`src/rtl/anita_multi_buffer_handler.sv`:
```
// anita_multi_buffer_handler
//   Purpose : Allocates one of NUM_BUF SURF hold buffers round-robin per accepted
//             trigger, holds it, issues a delayed digitize command and keeps the
//             buffer busy until readout clears it.
//   Latency : HOLD/dead one cycle after the trigger cycle; digitize_o HOLD_DELAY
//             cycles after HOLD rises; dead_o falls HOLDOFF+1 cycles after digitize.
//   Backpressure: dead_o high (engine busy or all buffers busy) drops triggers.
//   Ports   : clk250_i/rst_n_i clock and async active-low reset; disable_i,
//             trig_en_i, trig_i trigger inputs; clear_i/clear_buffer_i buffer
//             release; HOLD_o/buffer_status_o busy bits; digitize_o,
//             digitize_buffer_o, digitize_source_o digitize command; dead_o;
//             dropped_count_o lost-trigger counter.
//   Option  : define ANITA_BUF_DROP_COUNT_EN to build the saturating drop counter;
//             otherwise dropped_count_o is tied to zero.
module anita_multi_buffer_handler #(
  parameter int NUM_BUF    = 4,
  parameter int NUM_TRIG   = 4,
  parameter int HOLD_DELAY = 8,
  parameter int HOLDOFF    = 16,
  parameter int BUF_W      = $clog2(NUM_BUF)
) (
  input  logic                clk250_i,
  input  logic                rst_n_i,
  input  logic                disable_i,
  input  logic [NUM_TRIG-1:0] trig_en_i,
  input  logic [NUM_TRIG-1:0] trig_i,
  input  logic                clear_i,
  input  logic [BUF_W-1:0]    clear_buffer_i,
  output logic [NUM_BUF-1:0]  HOLD_o,
  output logic                digitize_o,
  output logic [BUF_W-1:0]    digitize_buffer_o,
  output logic [NUM_TRIG-1:0] digitize_source_o,
  output logic [NUM_BUF-1:0]  buffer_status_o,
  output logic                dead_o,
  output logic [15:0]         dropped_count_o
);

  typedef enum logic [1:0] {
    S_IDLE      = 2'd0,
    S_HOLD_WAIT = 2'd1,
    S_DIGITIZE  = 2'd2,
    S_HOLDOFF   = 2'd3
  } state_t;

  // Counters reload with N-1 so that each timed state lasts exactly N cycles.
  localparam logic [7:0] HOLD_DELAY_M1 = 8'(HOLD_DELAY - 1);
  localparam logic [7:0] HOLDOFF_M1    = 8'(HOLDOFF - 1);

  state_t               state_q, state_d;
  logic [7:0]           cnt_q, cnt_d;
  logic [NUM_BUF-1:0]   busy_q, busy_d;
  logic [NUM_BUF-1:0]   issued_q, issued_d;
  logic [BUF_W-1:0]     ptr_q, ptr_d;
  logic [BUF_W-1:0]     dig_buf_q, dig_buf_d;
  logic [NUM_TRIG-1:0]  dig_src_q, dig_src_d;
  logic                 dig_q, dig_d;

  logic [NUM_TRIG-1:0]  trig_eff;
  logic                 trig_any;
  logic                 dead;
  logic                 accept;
  logic                 clr_ok;
  logic                 free_found;
  logic [BUF_W-1:0]     free_idx;
  logic [BUF_W-1:0]     cand;

  assign trig_eff = disable_i ? '0 : (trig_i & trig_en_i);
  assign trig_any = |trig_eff;

  // Round-robin search: first non-busy buffer at or above ptr_q, wrapping.
  // NUM_BUF is a power of two, so BUF_W-bit addition wraps naturally.
  always_comb begin
    free_found = 1'b0;
    free_idx   = '0;
    cand       = '0;
    for (int i = 0; i < NUM_BUF; i++) begin
      cand = ptr_q + BUF_W'(i);
      if (!free_found && !busy_q[cand]) begin
        free_found = 1'b1;
        free_idx   = cand;
      end
    end
  end

  // FSM: state register
  always_ff @(posedge clk250_i or negedge rst_n_i) begin
    if (!rst_n_i) begin
      state_q <= S_IDLE;
      cnt_q   <= '0;
    end else begin
      state_q <= state_d;
      cnt_q   <= cnt_d;
    end
  end

  // FSM: next state and timer
  always_comb begin
    state_d = state_q;
    cnt_d   = cnt_q;
    case (state_q)
      S_IDLE: begin
        if (accept) begin
          state_d = S_HOLD_WAIT;
          cnt_d   = HOLD_DELAY_M1;
        end
      end
      S_HOLD_WAIT: begin
        if (cnt_q == 8'd0) state_d = S_DIGITIZE;
        else               cnt_d   = cnt_q - 8'd1;
      end
      S_DIGITIZE: begin
        if (HOLDOFF == 0) begin
          state_d = S_IDLE;
        end else begin
          state_d = S_HOLDOFF;
          cnt_d   = HOLDOFF_M1;
        end
      end
      S_HOLDOFF: begin
        if (cnt_q == 8'd0) state_d = S_IDLE;
        else               cnt_d   = cnt_q - 8'd1;
      end
      default: begin
        state_d = S_IDLE;
        cnt_d   = '0;
      end
    endcase
  end

  // FSM: outputs decoded from state
  always_comb begin
    dead   = (state_q != S_IDLE) | (&busy_q);
    // Not all busy whenever dead is low, so a free buffer always exists here.
    accept = trig_any & ~dead & free_found;
    dig_d  = (state_d == S_DIGITIZE);
  end

  // Buffer bookkeeping. A buffer can only be released once its digitize
  // command has gone out; clears of idle or still-holding buffers are dropped.
  always_comb begin
    busy_d    = busy_q;
    issued_d  = issued_q;
    ptr_d     = ptr_q;
    dig_buf_d = dig_buf_q;
    dig_src_d = dig_src_q;
    clr_ok    = clear_i & busy_q[clear_buffer_i] & issued_q[clear_buffer_i];

    if (clr_ok) begin
      busy_d[clear_buffer_i]   = 1'b0;
      issued_d[clear_buffer_i] = 1'b0;
    end
    if (state_q == S_DIGITIZE) begin
      issued_d[dig_buf_q] = 1'b1;
    end
    // The allocated buffer was not busy, so it never collides with the clear.
    if (accept) begin
      busy_d[free_idx]   = 1'b1;
      issued_d[free_idx] = 1'b0;
      ptr_d              = free_idx + BUF_W'(1);
      dig_buf_d          = free_idx;
      dig_src_d          = trig_eff;
    end
  end

  always_ff @(posedge clk250_i or negedge rst_n_i) begin
    if (!rst_n_i) begin
      busy_q    <= '0;
      issued_q  <= '0;
      ptr_q     <= '0;
      dig_buf_q <= '0;
      dig_src_q <= '0;
      dig_q     <= 1'b0;
    end else begin
      busy_q    <= busy_d;
      issued_q  <= issued_d;
      ptr_q     <= ptr_d;
      dig_buf_q <= dig_buf_d;
      dig_src_q <= dig_src_d;
      dig_q     <= dig_d;
    end
  end

`ifdef ANITA_BUF_DROP_COUNT_EN
  logic [15:0] drop_q, drop_d;

  always_comb begin
    drop_d = drop_q;
    if (trig_any && dead && (drop_q != 16'hFFFF)) drop_d = drop_q + 16'd1;
  end

  always_ff @(posedge clk250_i or negedge rst_n_i) begin
    if (!rst_n_i) drop_q <= '0;
    else          drop_q <= drop_d;
  end

  assign dropped_count_o = drop_q;
`else
  assign dropped_count_o = 16'd0;
`endif

  assign HOLD_o            = busy_q;
  assign buffer_status_o   = busy_q;
  assign digitize_o        = dig_q;
  assign digitize_buffer_o = dig_buf_q;
  assign digitize_source_o = dig_src_q;
  assign dead_o            = dead;

endmodule

```
`config.mk`:
```
export PLATFORM = sky130hd
export DESIGN_NAME = anita_multi_buffer_handler
export DESIGN_NICKNAME = d
export VERILOG_FILES = /design/src/rtl/anita_multi_buffer_handler.sv
export SDC_FILE = /design/constraint.sdc
export NUM_CORES = 1
export LEC_CHECK = 0
export ABC_AREA = 1
export CAP_MARGIN = 25
export CORE_MARGIN = 2
export CORE_UTILIZATION = 50
export DETAILED_ROUTE_END_ITERATION = 10
export PLACE_DENSITY = 0.91
export SLEW_MARGIN = 20
export SYNTH_ARGS = -nofsm -noshare
export SYNTH_HDL_FRONTEND = slang
export SYNTH_SLANG_ARGS = --single-unit
```
`constraint.sdc`:
```
create_clock -name clk250_i -period 4.1 [get_ports clk250_i]
set_input_delay 0.615 -clock clk250_i [delete_from_list [all_inputs] [get_ports clk250_i]]
set_output_delay 0.615 -clock clk250_i [all_outputs]
set_load 0.02 [all_outputs]
```
==> impl_metrics.ini <==
[run_status]
status = finished, final reports clean

[clock_tree]
cts_root_buffer = clkbuf_4
number_of_buffers_created_by_cts = 3
worst_skew_pair.late_latency_ns = 0.33
clkSlewWorstSetupHoldPaths_ns = 0.14
tritoncts_clock_tree = built
cts_num_sinks = 27
cts.repair_timing.setup_buffer_count = 0
clock_path_buffers = 2
hold_buffers = 0
cts.repair.resized = 0
cts.htree.levels = 1

[logic_synthesis]
synth.ff_latch_count = 27
netlist.top_cell.by_area = dfrtp_1
synth_warnings = 0
postSynth.asyncResetShare_pct = 100
avgSynthCellArea_um2 = 7.44
yosysSeqAreaShare_pct = 37.4
synth_top_cell_area_share_pct = 37.4
synth.lib_cells_used.distinct = 28
synth.top_cells.by_area = dfrtp_1, nand2_1, buf_4
syn_inst = 243
synth-edff-count = 0
syn_area_um2 = 1810
commonest_register_cell_after_synthesis = dfrtp_1

[route]
route.detailed.drc = 0
routed_wire_length_per_instance_um = 11.0
drt_pass1_iterations = 4
detailed_route_iter0_violations = 71
viasPerCell = 4.92
routed-via-count = 1551
drt_wl_total_mm = 3.46
antenna_violating_nets_post_route = 0

[die]
ioPinCount = 46
floorplan.core_area_um2 = 3420
floorplan.die.height_um = 64.1
num_rows = 21
die_width_um = 64.1
initial_utilization_pct = 52.9
fp.dieArea_um2 = 4110

[cells_and_area]
finish.utilization_pct = 60.3
area_of_combinational_cells_with_multiple_inputs_um2 = 877
antenna_cells = 0
fillers = 317
seq_area_um2 = 676
signed_area_change_from_the_synthesized_netlist_to_the_final_layout_pct = 13.9
final_layout_size_suffix_gt1_share_pct = 8.92
final_net_count = 288

[job]
drv.max_cap_violation_count = 0

[power_and_ir_drop]
report.power.total_uw = 1490
cellPowerDensity_nw_per_um2 = 721
worst_ir_drop_vdd_uv = 304
static-leakage-power_uw = 0.00103

[worst_setup_path]
timing.critical_path.from_type = register
required_time_of_the_worst_setup_path_ns = 3.48
cp_data_arrival_time_ns = 1.87
worstSetupPathType = reg -> out
crit_path_max_fanout = 7
timing.critical_path.to_type = output port

[grt]
number_of_antenna_violations_at_the_first_check_in_global_routing = 0
residual_overflow_from_global_routing = 0
globalRouteTotalUtil_pct = 18.4
grt_pass1_wl_mm = 6.07
grt_pass1_vias = 1421
grt_max_degree = 27

[placement]
gp_congestion = 0.898
dp_hpwl_mm = 2.70
io_buffers = 29

[timing]
hold_viol_final = 0
slew_at_the_pin_with_the_worst_max_slew_slack_ns = 0.555
relSlewSlack_pct = 63.0
total_count_of_max_transition_violations_in_the_final_report = 0
final.period_utilization_pct = 60.6
setup-tns-final_ns = 0
grt_setup_unrepaired = false
max_clock_freq_ghz = 0.402
skew_ns = 0.00315
period_needed_ns = 2.49
finalSetupViolCount = 0

[hold_path]
hold_class = in -> async
metrics by stage:
step	setup slack (ns)	hold slack, ns	cells	area [um^2]
global route	1.52	0.280	315	2060
global placement	2.01	0.411	311	2040
floorplan	2.41	0.319	258	1860
finish	1.61	0.251	315	2060
CTS	1.61	0.284	315	2060
detailed placement	1.94	0.435	311	2030
placed cells by master, fill, tap and decap left out, types with 3 or more instances in the layout:
master	Yosys	final
a21oi_1	6	6
clkbuf_4	0	3
clkdlybuf4s50_1	0	28
conb_1	1	16
dfrtp_1	27	27
ha_1	4	4
inv_1	30	30
inv_2	3	3
nand2_1	59	59
nand2_2	7	7
nand2_4	3	3
nand3_1	20	20
nand4_1	8	8
nor2_1	15	15
o21ai_0	18	18
o21ai_1	6	6
worst paths after layout:
| check | start | endpoint | slack [ns] | cells after the start |
|---|---|---|---|---|
| hold reg to reg | state_q[1] | digitize_o | 0.45 | 1 |
| max in group asynchronous | rst_n_i | digitize_source_o[3] | 3.40 | 2 |
| setup reg to reg | ptr_q[0] | issued_q[1] | 2.19 | 14 |
| hold / removal | rst_n_i | cnt_q[3] | 0.25 | 1 |
| min in group clk250_i | state_q[1] | digitize_o | 0.45 | 1 |
| setup / recovery | state_q[0] | dead_o | 1.61 | 5 |
cell usage after synthesis (2+ instances only):
library cell  instances
nand2_1              59
xnor2_1               2
o21ai_1               6
xor2_1                2
nand2_4               3
nor2_2                2
nand2_2               7
a21oi_1               6
buf_4                20
nand4_1               8
dfrtp_1              27
inv_1                30
nor2_1               15
o21ai_0              18
nand3_1              20
ha_1                  4
inv_2                 3
per-layer routing:
metal	part of all wire, %	GRT usage [%]	vias up
met5	0	0	-
met4	1.7	6.65	0
li1	-	-	798
met1	47	25.0	693
met3	4.7	2.46	7
met2	46	30.2	53
critical path, cell delays in order (launching register included):
cell and delay (ns):
dfrtp_1 0.49, inv_2 0.14, nand2_2 0.08, a41oi_2 0.23, inv_1 0.06, clkdlybuf4s50_1 0.55
power by group:
group	total (uW)	switching, uW	internal [uW]	leakage, uW
logic	868	540	328	0.000676
clock network	117	78.6	38.2	0.0000150
registers	501	128	373	0.000335
flip-flops by register name (all words and copies together) (netlist names):
register	flops
state_q	2
ptr_q	2
issued_q	4
digitize_buffer_o	2
HOLD_o	4
digitize_source_o	4
cnt_q	8
digitize_o	1
cells by family (layout without fill, tap and decap cells):
kind of cell             after synthesis  in the layout  share of synthesized area (%)
AO/OA/AOI/OAI                         33             33                           10.0
flip-flops                            27             27                           37.4
adder cells (fa/ha/maj)                4              4                           2.77
AND/OR/NAND/NOR                      117            117                           30.4
other                                  1             16                          0.207
buffers and inverters                 57             68                           17.2
XOR/XNOR                               4              4                           1.94
cell type report:
class	count	share of cell area, %
multi-input cells	174	42.6
flip-flops and latches	27	32.8
clock buffers	4	1.28
inverters	34	6.32
repair buffers	30	14.2
well taps	46	2.79
(Power assumes the default switching activity.)
